**src/rtl/aq_mux_pkg.sv**
```systemverilog
// aq_scan_mux shared types and helpers.
// Mode/state enums, default error pattern, clog2.
package aq_mux_pkg;

    typedef enum logic {
        MODE_DIRECT = 1'b0,
        MODE_SCAN   = 1'b1
    } mode_e;

    typedef enum logic [1:0] {
        IDLE,
        DIRECT,
        SCAN,
        HOLD
    } state_e;

    localparam logic [7:0] ERR_PATTERN_DEF = 8'h40;

    function automatic int clog2(input int n);
        int r;
        r = 0;
        while ((1 << r) < n) r++;
        if (r == 0) r = 1;
        return r;
    endfunction

endpackage

```
**src/rtl/aq_onehot_check.sv**
```systemverilog
// One-hot select decoder: index of the set bit,
// illegal when two or more bits are set.
module aq_onehot_check
    import aq_mux_pkg::*;
#(
    parameter int NCH = 8
) (
    input  logic [NCH-1:0]         sel_onehot,
    output logic [clog2(NCH)-1:0]  idx,
    output logic                   illegal
);

    localparam int IW = clog2(NCH);

    logic [4:0] nset;

    // Count set bits and remember the last one seen.
    always_comb begin
        idx  = '0;
        nset = '0;
        for (int i = 0; i < NCH; i++) begin
            if (sel_onehot[i]) begin
                idx  = IW'(i);
                nset = nset + 5'd1;
            end
        end
        illegal = (nset > 5'd1);
    end

endmodule

```
**src/rtl/aq_scan_mux.sv**
```systemverilog
// Channel select mux with direct and round-robin scan
// modes. AQ_SCAN_MUX_PARITY_EN adds out_parity.
module aq_scan_mux
    import aq_mux_pkg::*;
#(
    parameter int             NCH         = 8,
    parameter int             W           = 8,
    parameter int             DWELL       = 4,
    parameter logic [W-1:0]   ERR_PATTERN = W'(ERR_PATTERN_DEF)
) (
    input  logic                   clk,
    input  logic                   rst_n,
    input  logic [NCH*W-1:0]       ch_data,
    input  logic [NCH-1:0]         ch_valid,
    input  logic                   mode,
    input  logic [NCH-1:0]         sel_onehot,
    output logic [W-1:0]           out_data,
    output logic [clog2(NCH)-1:0]  out_ch,
    output logic                   out_valid,
    input  logic                   out_ready,
`ifdef AQ_SCAN_MUX_PARITY_EN
    output logic                   out_parity,
`endif
    output logic                   err,
    input  logic                   err_clr
);

    localparam int IW = clog2(NCH);
    localparam int CW = clog2(DWELL);

    state_e         state_q;
    state_e         state_d;
    state_e         mode_st;
    logic [IW-1:0]  ptr_q;
    logic [CW-1:0]  cnt_q;
    logic [IW-1:0]  sel_idx;
    logic           sel_bad;
    logic           stall;
    logic           dwell_end;
    logic           load;
    logic           clr_valid;
    logic           err_set;
    logic [W-1:0]   nxt_data;
    logic [IW-1:0]  nxt_ch;

    aq_onehot_check #(
        .NCH(NCH)
    ) u_chk (
        .sel_onehot(sel_onehot),
        .idx       (sel_idx),
        .illegal   (sel_bad)
    );

    assign stall     = out_valid && !out_ready;
    assign dwell_end = (cnt_q == CW'(DWELL - 1));
    assign mode_st   = (mode_e'(mode) == MODE_SCAN)
                       ? SCAN : DIRECT;

    // Next state, sample selection and handshake control.
    always_comb begin
        state_d   = state_q;
        load      = 1'b0;
        clr_valid = 1'b0;
        err_set   = 1'b0;
        nxt_data  = '0;
        nxt_ch    = '0;
        unique case (state_q)
            IDLE: state_d = mode_st;
            DIRECT: begin
                if (stall) begin
                    state_d = HOLD;
                end else begin
                    state_d = mode_st;
                    if (sel_bad) begin
                        load     = 1'b1;
                        err_set  = 1'b1;
                        nxt_data = ERR_PATTERN;
                    end else if (ch_valid[sel_idx]) begin
                        load     = 1'b1;
                        nxt_ch   = sel_idx;
                        nxt_data = ch_data[sel_idx*W +: W];
                    end
                    clr_valid = !load;
                end
            end
            SCAN: begin
                if (stall) begin
                    state_d = HOLD;
                end else begin
                    state_d = mode_st;
                    if (dwell_end && ch_valid[ptr_q]) begin
                        load     = 1'b1;
                        nxt_ch   = ptr_q;
                        nxt_data = ch_data[ptr_q*W +: W];
                    end
                    clr_valid = !load;
                end
            end
            HOLD: begin
                if (out_ready) begin
                    state_d   = mode_st;
                    clr_valid = 1'b1;
                end
            end
        endcase
    end

    // FSM state register.
    always_ff @(posedge clk or negedge rst_n) begin
        if (!rst_n) state_q <= IDLE;
        else        state_q <= state_d;
    end

    // Scan pointer and dwell counter; idle outside scan.
    always_ff @(posedge clk or negedge rst_n) begin
        if (!rst_n) begin
            ptr_q <= '0;
            cnt_q <= '0;
        end else if (state_q == SCAN) begin
            if (!stall) begin
                if (dwell_end) begin
                    cnt_q <= '0;
                    ptr_q <= (ptr_q == IW'(NCH - 1))
                             ? '0 : ptr_q + 1'b1;
                end else begin
                    cnt_q <= cnt_q + 1'b1;
                end
            end
        end else if (state_q != HOLD) begin
            ptr_q <= '0;
            cnt_q <= '0;
        end
    end

    // Output register and valid handshake.
    always_ff @(posedge clk or negedge rst_n) begin
        if (!rst_n) begin
            out_data  <= '0;
            out_ch    <= '0;
            out_valid <= 1'b0;
        end else if (load) begin
            out_data  <= nxt_data;
            out_ch    <= nxt_ch;
            out_valid <= 1'b1;
        end else if (clr_valid) begin
            out_valid <= 1'b0;
        end
    end

`ifdef AQ_SCAN_MUX_PARITY_EN
    // Parity travels with the data register.
    always_ff @(posedge clk or negedge rst_n) begin
        if (!rst_n)    out_parity <= 1'b0;
        else if (load) out_parity <= ^nxt_data;
    end
`endif

    // Sticky error flag; a new illegal select beats clear.
    always_ff @(posedge clk or negedge rst_n) begin
        if (!rst_n)       err <= 1'b0;
        else if (err_set) err <= 1'b1;
        else if (err_clr) err <= 1'b0;
    end

endmodule

```
**config.mk**
```make
export PLATFORM = sky130hd
export DESIGN_NAME = aq_scan_mux
export DESIGN_NICKNAME = d
export VERILOG_FILES = /design/src/rtl/aq_mux_pkg.sv /design/src/rtl/aq_onehot_check.sv /design/src/rtl/aq_scan_mux.sv
export SDC_FILE = /design/constraint.sdc
export NUM_CORES = 1
export LEC_CHECK = 0
export CAP_MARGIN = 5
export CORE_ASPECT_RATIO = 0.5
export CORE_UTILIZATION = 47
export DETAILED_ROUTE_END_ITERATION = 10
export PLACE_DENSITY = 0.82
export SLEW_MARGIN = 20
export SYNTH_ARGS = -nofsm -noshare
export SYNTH_HDL_FRONTEND = slang
export SYNTH_SLANG_ARGS = --single-unit
export TNS_END_PERCENT = 10
```
**constraint.sdc**
```tcl
create_clock -name clk -period 3.1 [get_ports clk]
set_input_delay 0.465 -clock clk [delete_from_list [all_inputs] [get_ports clk]]
set_output_delay 0.465 -clock clk [all_outputs]
set_load 0.005 [all_outputs]
```
==> flow_metrics.tcl <==
set metrics [dict create \
    drtIter0Drc 303 \
    violated_checks "design-rule violations, negative setup slack" \
    die_height_um 57.1 \
    status "finished with violations" \
    cts-root-buf "sky130_fd_sc_hd__clkbuf_16" \
    synth_top_cells_by_count "sky130_fd_sc_hd__nor2_1 (26), sky130_fd_sc_hd__nand2_1 (25), sky130_fd_sc_hd__mux2i_1 (24)" \
    timing.critical_path.slowest_stage_cell "sky130_fd_sc_hd__ha_1" \
    postSynthAreaPerCell_um2 9.32 \
    grt_first_pass_wirelength_um 16500 \
    pin_count_of_the_biggest_net_entering_global_routing 21 \
    row_count 19 \
    cts_tree "done" \
    syn-cell-area_um2 2850 \
    first_global_vias 3324 \
    postSynthCellCount 306 \
    critical_path.startpoint_type "input pin" \
    timing.setup.critical_path_class "in -> reg" \
    number_of_synthesized_flops_with_an_enable_pin 0 \
    design_area_um2 4720 \
    overflow 0 \
    drive_above_1_share_pct 32.5 \
    synthMostInstantiatedCell "sky130_fd_sc_hd__nor2_1" \
    instances_no_fill 529 \
    ys_warn_count 0 \
    worstPathCellList "buf_12 > inv_12 > ha_4 > xnor2_4 > inv_2 > ha_4 > xnor2_1 > and3_1 > a221oi_2 > ha_1 > nand2_2 > o41ai_4 > ha_1 > nor2b_1 > nor2_1 > ha_1 > and2_4 > o22ai_4 > nand4_1 > buf_6 > buf_6 > o32ai_4 > mux2_4" \
    yosys.area.top_type_share_pct 17.6 \
    cp-end-kind "register" \
    die_area_um2 6400 \
    post-synth-top-area-cell "sky130_fd_sc_hd__dfrtp_1" \
    hold_viol 0 \
    placed_cells 518 \
    yosys_register_bits 20 \
    hold_crit_class "reg -> reg" \
    seq_area_frac_synth_pct 17.6 \
    routabilityCongestion 0.836 \
    totalPowerFinal_uw 1680 \
    numClockSinks 20 \
    holdBufCountCts 0 \
    max_frequency_ghz 0.255 \
    syn2layout_area_growth_pct 65.6 \
    detailedPlacementHpwl_um 7940 \
    die-width_um 112 \
    power.density_cell_area_nw_per_um2 356 \
    antenna_found_initial 0 \
    clk_pin_slew_worst_paths_ps 60 \
    number_of_maximum_capacitance_constraint_violations 0 \
    detail_route.wl_per_cell_um 19.9 \
    floorplan.core_area_um2 5660 \
    setup_viol_count_final 13 \
    hold-worst-slack_ps 482 \
    final_worst_path_cycle_share_pct 127 \
    port-buffer-count 97 \
    worstMarginPinSlew_ps 920 \
    cell_area_placed_um2 4430 \
    worst-endpoint-arrival_ps 4120 \
    post_synth_main_area_contributors "sky130_fd_sc_hd__dfrtp_1 (18%), sky130_fd_sc_hd__mux4_2 (14%), sky130_fd_sc_hd__mux2i_1 (8.4%)" \
    report.final.slew_viol_count 0 \
    crit_path_max_fanout 7 \
    cts-htree-levels 1 \
    route.antenna.remaining_nets 0 \
    drt-total-wl_um 10500 \
    slew_headroom_pct 38.5 \
    antenna-diode-count 0 \
    worstPathRequired_ps 3290 \
    route.detailed.vias_per_inst 6.31 \
    critical_path_max_stage_delay_ps 300 \
    p_leak_uw 0.00203 \
    synthArstFlopShare_pct 100 \
    first_pass_iters 8 \
    grt_setup_unrepaired "true" \
    numCtsBuffers 3 \
    dp_slack_ps -1620 \
    irDropWorstVdd_mv 0.213 \
    timing.final.ws_setup_ps -827 \
    groute.usage.overall_pct 32.8 \
    routed-via-count 3338 \
    yosysUniqueCellTypes 54 \
    final.setup_skew_ps 1.75 \
    min_clock_period_post_route_ps 3930 \
    clock_tree.buffer_depth 2 \
    most_repeated_library_cell_on_the_critical_path "sky130_fd_sc_hd__ha_1" \
    nets 558 \
    ys.flop_type "sky130_fd_sc_hd__dfrtp_1" \
    io_pins 98 \
    insertion_delay_of_the_later_clocked_pin_in_the_worst_skew_pair_ps 250 \
    initial_utilization_pct 50.4 \
    postSynthNetCount 407 \
    drcViolationCount 2 \
]
-- cell families after synthesis --
kind of cell               after synthesis  synth area share [%]
adders and majority gates               16                  7.02
xor gates and xnor gates                14                  5.57
AOI/OAI and AO/OA                       75                  18.6
and+or+nand+nor                         84                  14.1
DFF                                     20                  17.6
muxes                                   65                  32.3
buffers and inverters                   32                  4.96
-- metal layers --
| metal | routed length, um | vias up | global-route usage, % |
|---|---|---|---|
| met2 | 5290 | 208 | 60.2 |
| met3 | 861 | 32 | 2.34 |
| met5 | 0 | - | 0 |
| met1 | 4080 | 1630 | 41.8 |
| li1 | - | 1468 | - |
| met4 | 279 | 0 | 11.2 |
-- what timing repair did --
| item | in CTS | in global routing |
|---|---|---|
| buffers inserted | 4 | 3 |
| setup endpoints to repair | 13 | 13 |
| gates cloned | 1 | 0 |
| pin swaps | 13 | 12 |
| gates resized for setup | 24 | 12 |
-- final cells by class --
type / count / area, um^2
Multi-Input combinational cell: 254 / 2430
Sequential cell: 20 / 500
Fill cell: 342 / 937
Inverter: 14 / 67.6
Clock buffer: 4 / 88.8
Timing Repair Buffer: 164 / 1540
Tap cell: 73 / 91.3
-- placed cells by master, fill, tap and decap left out, types with 2 or more instances in the layout --
cell type                          n
sky130_fd_sc_hd__clkdlybuf4s50_1  94
sky130_fd_sc_hd__o32ai_1           2
sky130_fd_sc_hd__clkbuf_16         3
sky130_fd_sc_hd__mux4_2           18
sky130_fd_sc_hd__a22o_1            3
sky130_fd_sc_hd__xnor2_1           8
sky130_fd_sc_hd__a211oi_1          8
sky130_fd_sc_hd__nor3_1            2
sky130_fd_sc_hd__nand3_1           4
sky130_fd_sc_hd__o21ai_1           3
sky130_fd_sc_hd__inv_1             9
sky130_fd_sc_hd__mux2_4           12
sky130_fd_sc_hd__o21ai_0          17
sky130_fd_sc_hd__and3_4            2
sky130_fd_sc_hd__xor2_1            2
sky130_fd_sc_hd__nor2_1           26
sky130_fd_sc_hd__o21bai_1          2
sky130_fd_sc_hd__and3_1            4
sky130_fd_sc_hd__dfrtp_1          20
sky130_fd_sc_hd__mux2i_1          24
sky130_fd_sc_hd__nand4_1           3
sky130_fd_sc_hd__inv_2             3
sky130_fd_sc_hd__or3_1             2
sky130_fd_sc_hd__mux2_2           11
sky130_fd_sc_hd__a21oi_1           7
sky130_fd_sc_hd__nand2_1          23
sky130_fd_sc_hd__o32ai_2           6
sky130_fd_sc_hd__ha_4              2
sky130_fd_sc_hd__buf_6             4
sky130_fd_sc_hd__buf_12            3
sky130_fd_sc_hd__nand2b_1          3
sky130_fd_sc_hd__nand2_2           2
sky130_fd_sc_hd__o21a_1            2
sky130_fd_sc_hd__ha_1             13
sky130_fd_sc_hd__buf_4            61
sky130_fd_sc_hd__nor2b_1           3
sky130_fd_sc_hd__and2_1            2
sky130_fd_sc_hd__a22oi_1           9
-- power breakdown --
part	switching [uW]	internal, uW	total [uW]
Clock	99.6	197	296
Combinational	438	594	1030
Sequential	42.5	311	353
-- worst max-delay path, delay by kind of cell --
| family | cells | cell delay [ps] |
|---|---|---|
| xor+xnor | 2 | 270 |
| simple gates | 6 | 760 |
| fa+ha+maj | 5 | 1220 |
| compound gates | 4 | 710 |
| mux | 1 | 210 |
| buf+inv | 5 | 480 |
-- final timing paths --
path | slack, ps | startpoint | cells after the start | endpoint
min reg2reg | 480 | err | 1 | err
min in group asynchronous | 730 | rst_n | 1 | state_q[0]
min | 480 | err | 1 | err
max | -830 | sel_onehot[1] | 23 | out_ch[0]
max in group asynchronous | 1810 | rst_n | 1 | out_ch[1]
max reg2reg | 710 | ptr_q[2] | 9 | out_ch[0]
-- flip-flops by register name (all words and copies together), names as in the netlist --
name and count:
cnt_q 2, out_ch 3, err 1, out_data 8
ptr_q 3, out_valid 1, state_q 2
-- metrics by stage --
step	setup TNS, ps	util, %
after CTS	-12120	82.2
after detailed placement	-20100	78.4
after global routing	-12250	83.4
after floorplan	-10760	-
after global placement	-18320	78.4
final	-9970	83.4
No activity file was read; power rests on OpenSTA's default activity.
